==> config.mk <==
export PLATFORM = sky130hd
export DESIGN_NAME = jedro_1_branch_cmp_seq
export DESIGN_NICKNAME = d
export VERILOG_FILES = /design/src/rtl/jedro_1_branch_cmp_seq.sv
export SDC_FILE = /design/constraint.sdc
export NUM_CORES = 1
export LEC_CHECK = 0
export CAP_MARGIN = 20
export CORE_ASPECT_RATIO = 0.9
export CORE_MARGIN = 3
export CORE_UTILIZATION = 46
export DETAILED_ROUTE_END_ITERATION = 12
export PLACE_DENSITY = 0.75
export SLEW_MARGIN = 20
export SYNTH_ARGS = -nofsm -noshare
export SYNTH_HDL_FRONTEND = slang
export SYNTH_SLANG_ARGS = --single-unit
==> constraint.sdc <==
create_clock -name clk_i -period 3 [get_ports clk_i]
set_input_delay 0.45 -clock clk_i [delete_from_list [all_inputs] [get_ports clk_i]]
set_output_delay 0.45 -clock clk_i [all_outputs]
set_load 0.005 [all_outputs]
==> src/rtl/jedro_1_branch_cmp_seq.sv <==
// Multi-cycle branch-condition resolver: compares rs1/rs2 CHUNK bits per cycle, MSB chunk first.
// Optional macro JEDRO_1_CMP_EARLY_EXIT_EN stops the compare at the first differing chunk.
module jedro_1_branch_cmp_seq #(
    parameter int N     = 32,
    parameter int CHUNK = 8
) (
    input  logic         clk_i,
    input  logic         rstn_i,
    input  logic         req_valid_i,
    output logic         req_ready_o,
    input  logic [N-1:0] a_i,
    input  logic [N-1:0] b_i,
    input  logic [2:0]   op_i,
    output logic         rsp_valid_o,
    input  logic         rsp_ready_i,
    output logic         rsp_taken_o,
    output logic         rsp_eq_o,
    output logic         rsp_lt_o,
    output logic         rsp_ltu_o,
    output logic         rsp_illegal_o
);

    localparam int NC = N / CHUNK;
    localparam int IW = (NC > 1) ? $clog2(NC) : 1;
    localparam logic [IW-1:0] IDX_LAST = IW'(NC - 1);

    // state   | meaning
    // ST_IDLE | ready for a request
    // ST_CMP  | comparing chunk idx_q, MSB chunk first
    // ST_DONE | response held until rsp_ready_i
    typedef enum logic [1:0] {
        ST_IDLE = 2'd0,
        ST_CMP  = 2'd1,
        ST_DONE = 2'd2
    } state_e;

    state_e         state_q, state_d;
    logic [N-1:0]   a_q, a_d;
    logic [N-1:0]   b_q, b_d;
    logic [2:0]     op_q, op_d;
    logic [IW-1:0]  idx_q, idx_d;
    logic           found_q, found_d;
    logic           hit_lt_q, hit_lt_d;
    logic           hit_ltu_q, hit_ltu_d;
    logic           rsp_valid_q, rsp_valid_d;
    logic           taken_q, taken_d;
    logic           eq_q, eq_d;
    logic           lt_q, lt_d;
    logic           ltu_q, ltu_d;
    logic           illegal_q, illegal_d;

    logic [CHUNK-1:0] a_ch [NC];
    logic [CHUNK-1:0] b_ch [NC];

    for (genvar g = 0; g < NC; g++) begin : g_chunk
        assign a_ch[g] = a_q[g*CHUNK +: CHUNK];
        assign b_ch[g] = b_q[g*CHUNK +: CHUNK];
    end

    logic [CHUNK-1:0] a_cur, b_cur;
    logic             diff, c_ltu, c_lt;
    logic             any_found, sel_lt, sel_ltu, finish;
    logic             op_illegal;

    assign a_cur = a_ch[idx_q];
    assign b_cur = b_ch[idx_q];
    assign diff  = (a_cur != b_cur);
    assign c_ltu = (a_cur < b_cur);
    // Only the top chunk carries the sign bit; lower chunks are magnitude-only.
    assign c_lt  = (idx_q == IDX_LAST) ? ($signed(a_cur) < $signed(b_cur)) : c_ltu;

    // Once the most significant difference is recorded, later chunks cannot override it.
    assign any_found = found_q | diff;
    assign sel_lt    = found_q ? hit_lt_q  : c_lt;
    assign sel_ltu   = found_q ? hit_ltu_q : c_ltu;

`ifdef JEDRO_1_CMP_EARLY_EXIT_EN
    assign finish = diff | (idx_q == '0);
`else
    assign finish = (idx_q == '0);
`endif

    assign op_illegal = (op_q[2:1] == 2'b01);

    function automatic logic decide(input logic [2:0] op, input logic eq,
                                    input logic lt, input logic ltu);
        logic t;
        case (op)
            3'b000:  t = eq;
            3'b001:  t = ~eq;
            3'b100:  t = lt;
            3'b101:  t = ~lt;
            3'b110:  t = ltu;
            3'b111:  t = ~ltu;
            default: t = 1'b0;
        endcase
        return t;
    endfunction

    always_comb begin
        state_d     = state_q;
        a_d         = a_q;
        b_d         = b_q;
        op_d        = op_q;
        idx_d       = idx_q;
        found_d     = found_q;
        hit_lt_d    = hit_lt_q;
        hit_ltu_d   = hit_ltu_q;
        rsp_valid_d = rsp_valid_q;
        taken_d     = taken_q;
        eq_d        = eq_q;
        lt_d        = lt_q;
        ltu_d       = ltu_q;
        illegal_d   = illegal_q;

        case (state_q)
            ST_IDLE: begin
                if (req_valid_i) begin
                    a_d       = a_i;
                    b_d       = b_i;
                    op_d      = op_i;
                    idx_d     = IDX_LAST;
                    found_d   = 1'b0;
                    hit_lt_d  = 1'b0;
                    hit_ltu_d = 1'b0;
                    state_d   = ST_CMP;
                end
            end
            ST_CMP: begin
                if (finish) begin
                    eq_d        = ~any_found;
                    lt_d        = any_found & sel_lt;
                    ltu_d       = any_found & sel_ltu;
                    illegal_d   = op_illegal;
                    taken_d     = ~op_illegal &
                                  decide(op_q, ~any_found, any_found & sel_lt, any_found & sel_ltu);
                    rsp_valid_d = 1'b1;
                    state_d     = ST_DONE;
                end else begin
                    idx_d     = idx_q - 1'b1;
                    found_d   = any_found;
                    hit_lt_d  = sel_lt;
                    hit_ltu_d = sel_ltu;
                end
            end
            ST_DONE: begin
                if (rsp_ready_i) begin
                    rsp_valid_d = 1'b0;
                    state_d     = ST_IDLE;
                end
            end
            default: begin
                rsp_valid_d = 1'b0;
                state_d     = ST_IDLE;
            end
        endcase
    end

    always_ff @(posedge clk_i or negedge rstn_i) begin
        if (!rstn_i) begin
            state_q     <= ST_IDLE;
            a_q         <= '0;
            b_q         <= '0;
            op_q        <= '0;
            idx_q       <= '0;
            found_q     <= 1'b0;
            hit_lt_q    <= 1'b0;
            hit_ltu_q   <= 1'b0;
            rsp_valid_q <= 1'b0;
            taken_q     <= 1'b0;
            eq_q        <= 1'b0;
            lt_q        <= 1'b0;
            ltu_q       <= 1'b0;
            illegal_q   <= 1'b0;
        end else begin
            state_q     <= state_d;
            a_q         <= a_d;
            b_q         <= b_d;
            op_q        <= op_d;
            idx_q       <= idx_d;
            found_q     <= found_d;
            hit_lt_q    <= hit_lt_d;
            hit_ltu_q   <= hit_ltu_d;
            rsp_valid_q <= rsp_valid_d;
            taken_q     <= taken_d;
            eq_q        <= eq_d;
            lt_q        <= lt_d;
            ltu_q       <= ltu_d;
            illegal_q   <= illegal_d;
        end
    end

    assign req_ready_o   = (state_q == ST_IDLE);
    assign rsp_valid_o   = rsp_valid_q;
    assign rsp_taken_o   = taken_q;
    assign rsp_eq_o      = eq_q;
    assign rsp_lt_o      = lt_q;
    assign rsp_ltu_o     = ltu_q;
    assign rsp_illegal_o = illegal_q;

endmodule

==> flow_metrics.env <==
export IMPL_status="finished clean"
export IMPL_synth_seq_area_share_pct=51.88
export IMPL_yosysWarnings=0
export IMPL_synthTopCellsByArea="dfrtp_1 (52%), mux2_2 (20%), mux4_2 (9.3%)"
export IMPL_path_max_fanout=10
export IMPL_finalClockSkew_ns=0.01044
export IMPL_slew_headroom_pct=52.42
export IMPL_routabilityCongestion=0.7708
export IMPL_areaGrowthSynthToFinish_pct=28.21
export IMPL_synth_edf_count=0
export IMPL_cts_tree="done"
export IMPL_clock_sinks=80
export IMPL_path_clk_slew_ns=0.08
export IMPL_final_cell_mix="dfrtp_1 (80), clkdlybuf4s50_1 (76), mux2_2 (69), mux4_2 (16), inv_1 (13)"
export IMPL_final_core_util_pct=61.03
export IMPL_grt_pass1_vias=2693
export IMPL_grt_pass1_wl_mm=12.65
export IMPL_ioPinCount=78
export IMPL_synth_cell_types=39
export IMPL_routed_top_layer="met4"
export IMPL_drc_errors=0
export IMPL_via_count=2459
export IMPL_clock_latency_ns=0.35
export IMPL_dp_hpwl_mm=5.554
export IMPL_tightest_slew_ns=0.7138
export IMPL_yosysTopAreaCell="dfrtp_1"
export IMPL_die_h_um=92.89
export IMPL_diodes=0
export IMPL_wl_mm=7.527
export IMPL_port_buffers=77
export IMPL_grt_overflow_total=0
export IMPL_layout_worst_path_cycle_share_pct=93.58
export IMPL_yosysTopAreaCellShare_pct=51.88
export IMPL_row_count=31
export IMPL_ant_nets=0
export IMPL_drv_slew=0
export IMPL_clock_path_buffers=2
export IMPL_hold_viol=0
export IMPL_synth_seq_cells=80
export IMPL_nets=433
export IMPL_die_area_sq_um=9525
export IMPL_holdBufCountCts=0
export IMPL_avgSynthCellArea_sq_um=14.08
export IMPL_cp_end_kind="flip-flop"
export IMPL_start_kind="flip-flop"
export IMPL_ys_flop_type="dfrtp_1"
export IMPL_async_reset_ff_share_pct=100.0
export IMPL_cellLeakagePower_nw=2.046
export IMPL_ctsRootBufferMaster="clkbuf_8"
export IMPL_post_drt_wl_per_cell_um=16.51
export IMPL_drv_cap=0
export IMPL_track_usage_pct=17.35
export IMPL_clock_fmax_mhz=356.2
export IMPL_crit_required_ns=3.22
export IMPL_rsz0062_at_grt="no"
export IMPL_met1_length_mm=3.198
export IMPL_grt_max_degree=81
export IMPL_dieWidth_um=102.5
export IMPL_antenna_found_initial=0
export IMPL_initial_core_util_pct=47.60
export IMPL_post_cts_setup_buffer_count=0
export IMPL_layout_drive_gt1_share_pct=31.93
export IMPL_max_vdd_ir_drop_uv=501.7
export IMPL_cts_buffers=9
export IMPL_routed_wl_met2_mm=3.868
export IMPL_synthesis_nets=355
export IMPL_power_density_nw_per_um2=1058
export IMPL_path_class="reg -> reg"
export IMPL_coreArea_sq_um=8107
export IMPL_cts_htree_levels=3
export IMPL_wl_met3_um=355
export IMPL_syn_inst=274
export IMPL_fin_crit_ns=2.808
export IMPL_via_per_inst=5.393
export IMPL_drt_pass1_iter_count=4
export IMPL_drt_initial_drc_count=48
export IMPL_final_common_cell="dfrtp_1"
export IMPL_synth_area_sq_um=3859
export IMPL_hold_path_class="in -> async"
export IMPL_crit_arrival_ns=3.03
export IMPL_setup_viol=0
export IMPL_finalSetupTns_ns=0
-- report_power, final --
part	switching (W)	total, W	leakage [nW]	internal [W]
logic	0.00102	0.00243	1.01	0.00141
clock network	0.000395	0.000803	0.0949	0.000408
registers	0.000381	0.00200	0.945	0.00162
total	0.00180	0.00523	2.05	0.00343
-- worst max-delay path, cell delays in order, from the launching register on --
cell and delay, ns:
dfrtp_1 0.50, buf_12 0.19, mux4_2 0.50, ha_1 0.33
nand3_1 0.16, nor4_4 0.30, mux2_2 0.37, a211oi_1 0.21
o211ai_1 0.12
-- cell families after synthesis --
| group | synth area share (%) |
|---|---|
| buffers and inverters | 3.761 |
| and+or+nand+nor | 6.161 |
| DFF | 51.88 |
| adders and majority gates | 3.243 |
| muxes | 29.47 |
| AOI/OAI and AO/OA | 5.480 |
-- final timing paths --
kind | startpoint | slack (ns) | cells after the start | end
min in group clk_i | rsp_ltu_o$_DFFE_PN0P_ | 0.49 | 2 | rsp_ltu_o$_DFFE_PN0P_
max in group asynchronous | rstn_i | 2.39 | 1 | b_q[10]$_DFFE_PN0P_
setup reg to reg | idx_q[0]$_DFFE_PN0P_ | 0.19 | 8 | rsp_taken_o$_DFFE_PN0P_
hold / removal | rstn_i | 0.14 | 1 | a_q[30]$_DFFE_PN0P_
hold reg to reg | rsp_ltu_o$_DFFE_PN0P_ | 0.49 | 2 | rsp_ltu_o$_DFFE_PN0P_
setup / recovery | idx_q[0]$_DFFE_PN0P_ | 0.19 | 8 | rsp_taken_o$_DFFE_PN0P_
-- per-stage QoR --
step	hold slack [ns]	instances	setup slack (ns)	power (W)	cell area [sq um]
global placement	0.4626	440	0.2706	0.004358	4731
detailed placement	0.4716	440	0.1731	0.004458	4731
CTS	0.2922	456	0.1575	0.005282	4935
floorplan	0.1544	274	0.05595	0.003803	3859
global route	0.1841	456	0.02725	0.005671	4947
finish	0.1397	456	0.1925	0.005232	4947
-- synth_stat cells (2+ instances only) --
master and number:
o211ai_1 2, nor3b_2 2, nor2_1 9, mux4_2 16
buf_4 8, buf_2 5, a22oi_1 2, a21oi_1 6
o31ai_1 2, nand2b_1 5, dfrtp_1 80, nand4_1 2
nand2_1 11, ha_1 10, o21ai_0 6, mux2_2 69
nand3_1 3, inv_1 13, clkbuf_1 3
-- layout make-up --
cell class,instances,area (sq um)
fill,633,3159
sequential,80,2002
multi-input combinational,165,1727
timing repair buffer,83,842.1
clock buffer,10,137.6
tap,99,123.9
clock inverter,6,66.31
inverter,13,48.80
-- per-layer routing --
metal  up-vias  global-route usage (%)
met5         -                       0
met4         0                   4.918
met3        11                   5.497
met2        57                   28.55
met1      1223                   21.94
li1       1168                       -
-- registers in the layout (all words and copies together), names as in the netlist, 2 cells and up --
name / count
a_q: 32
b_q: 32
op_q: 3
idx_q: 2
state_q: 2
-- repair_timing --
item                       in CTS  in global routing
setup endpoints to repair       0                  2
hold endpoints to repair        0                  0
resized for setup               0                  1
Note: power is estimated with default switching activity, not from simulation.
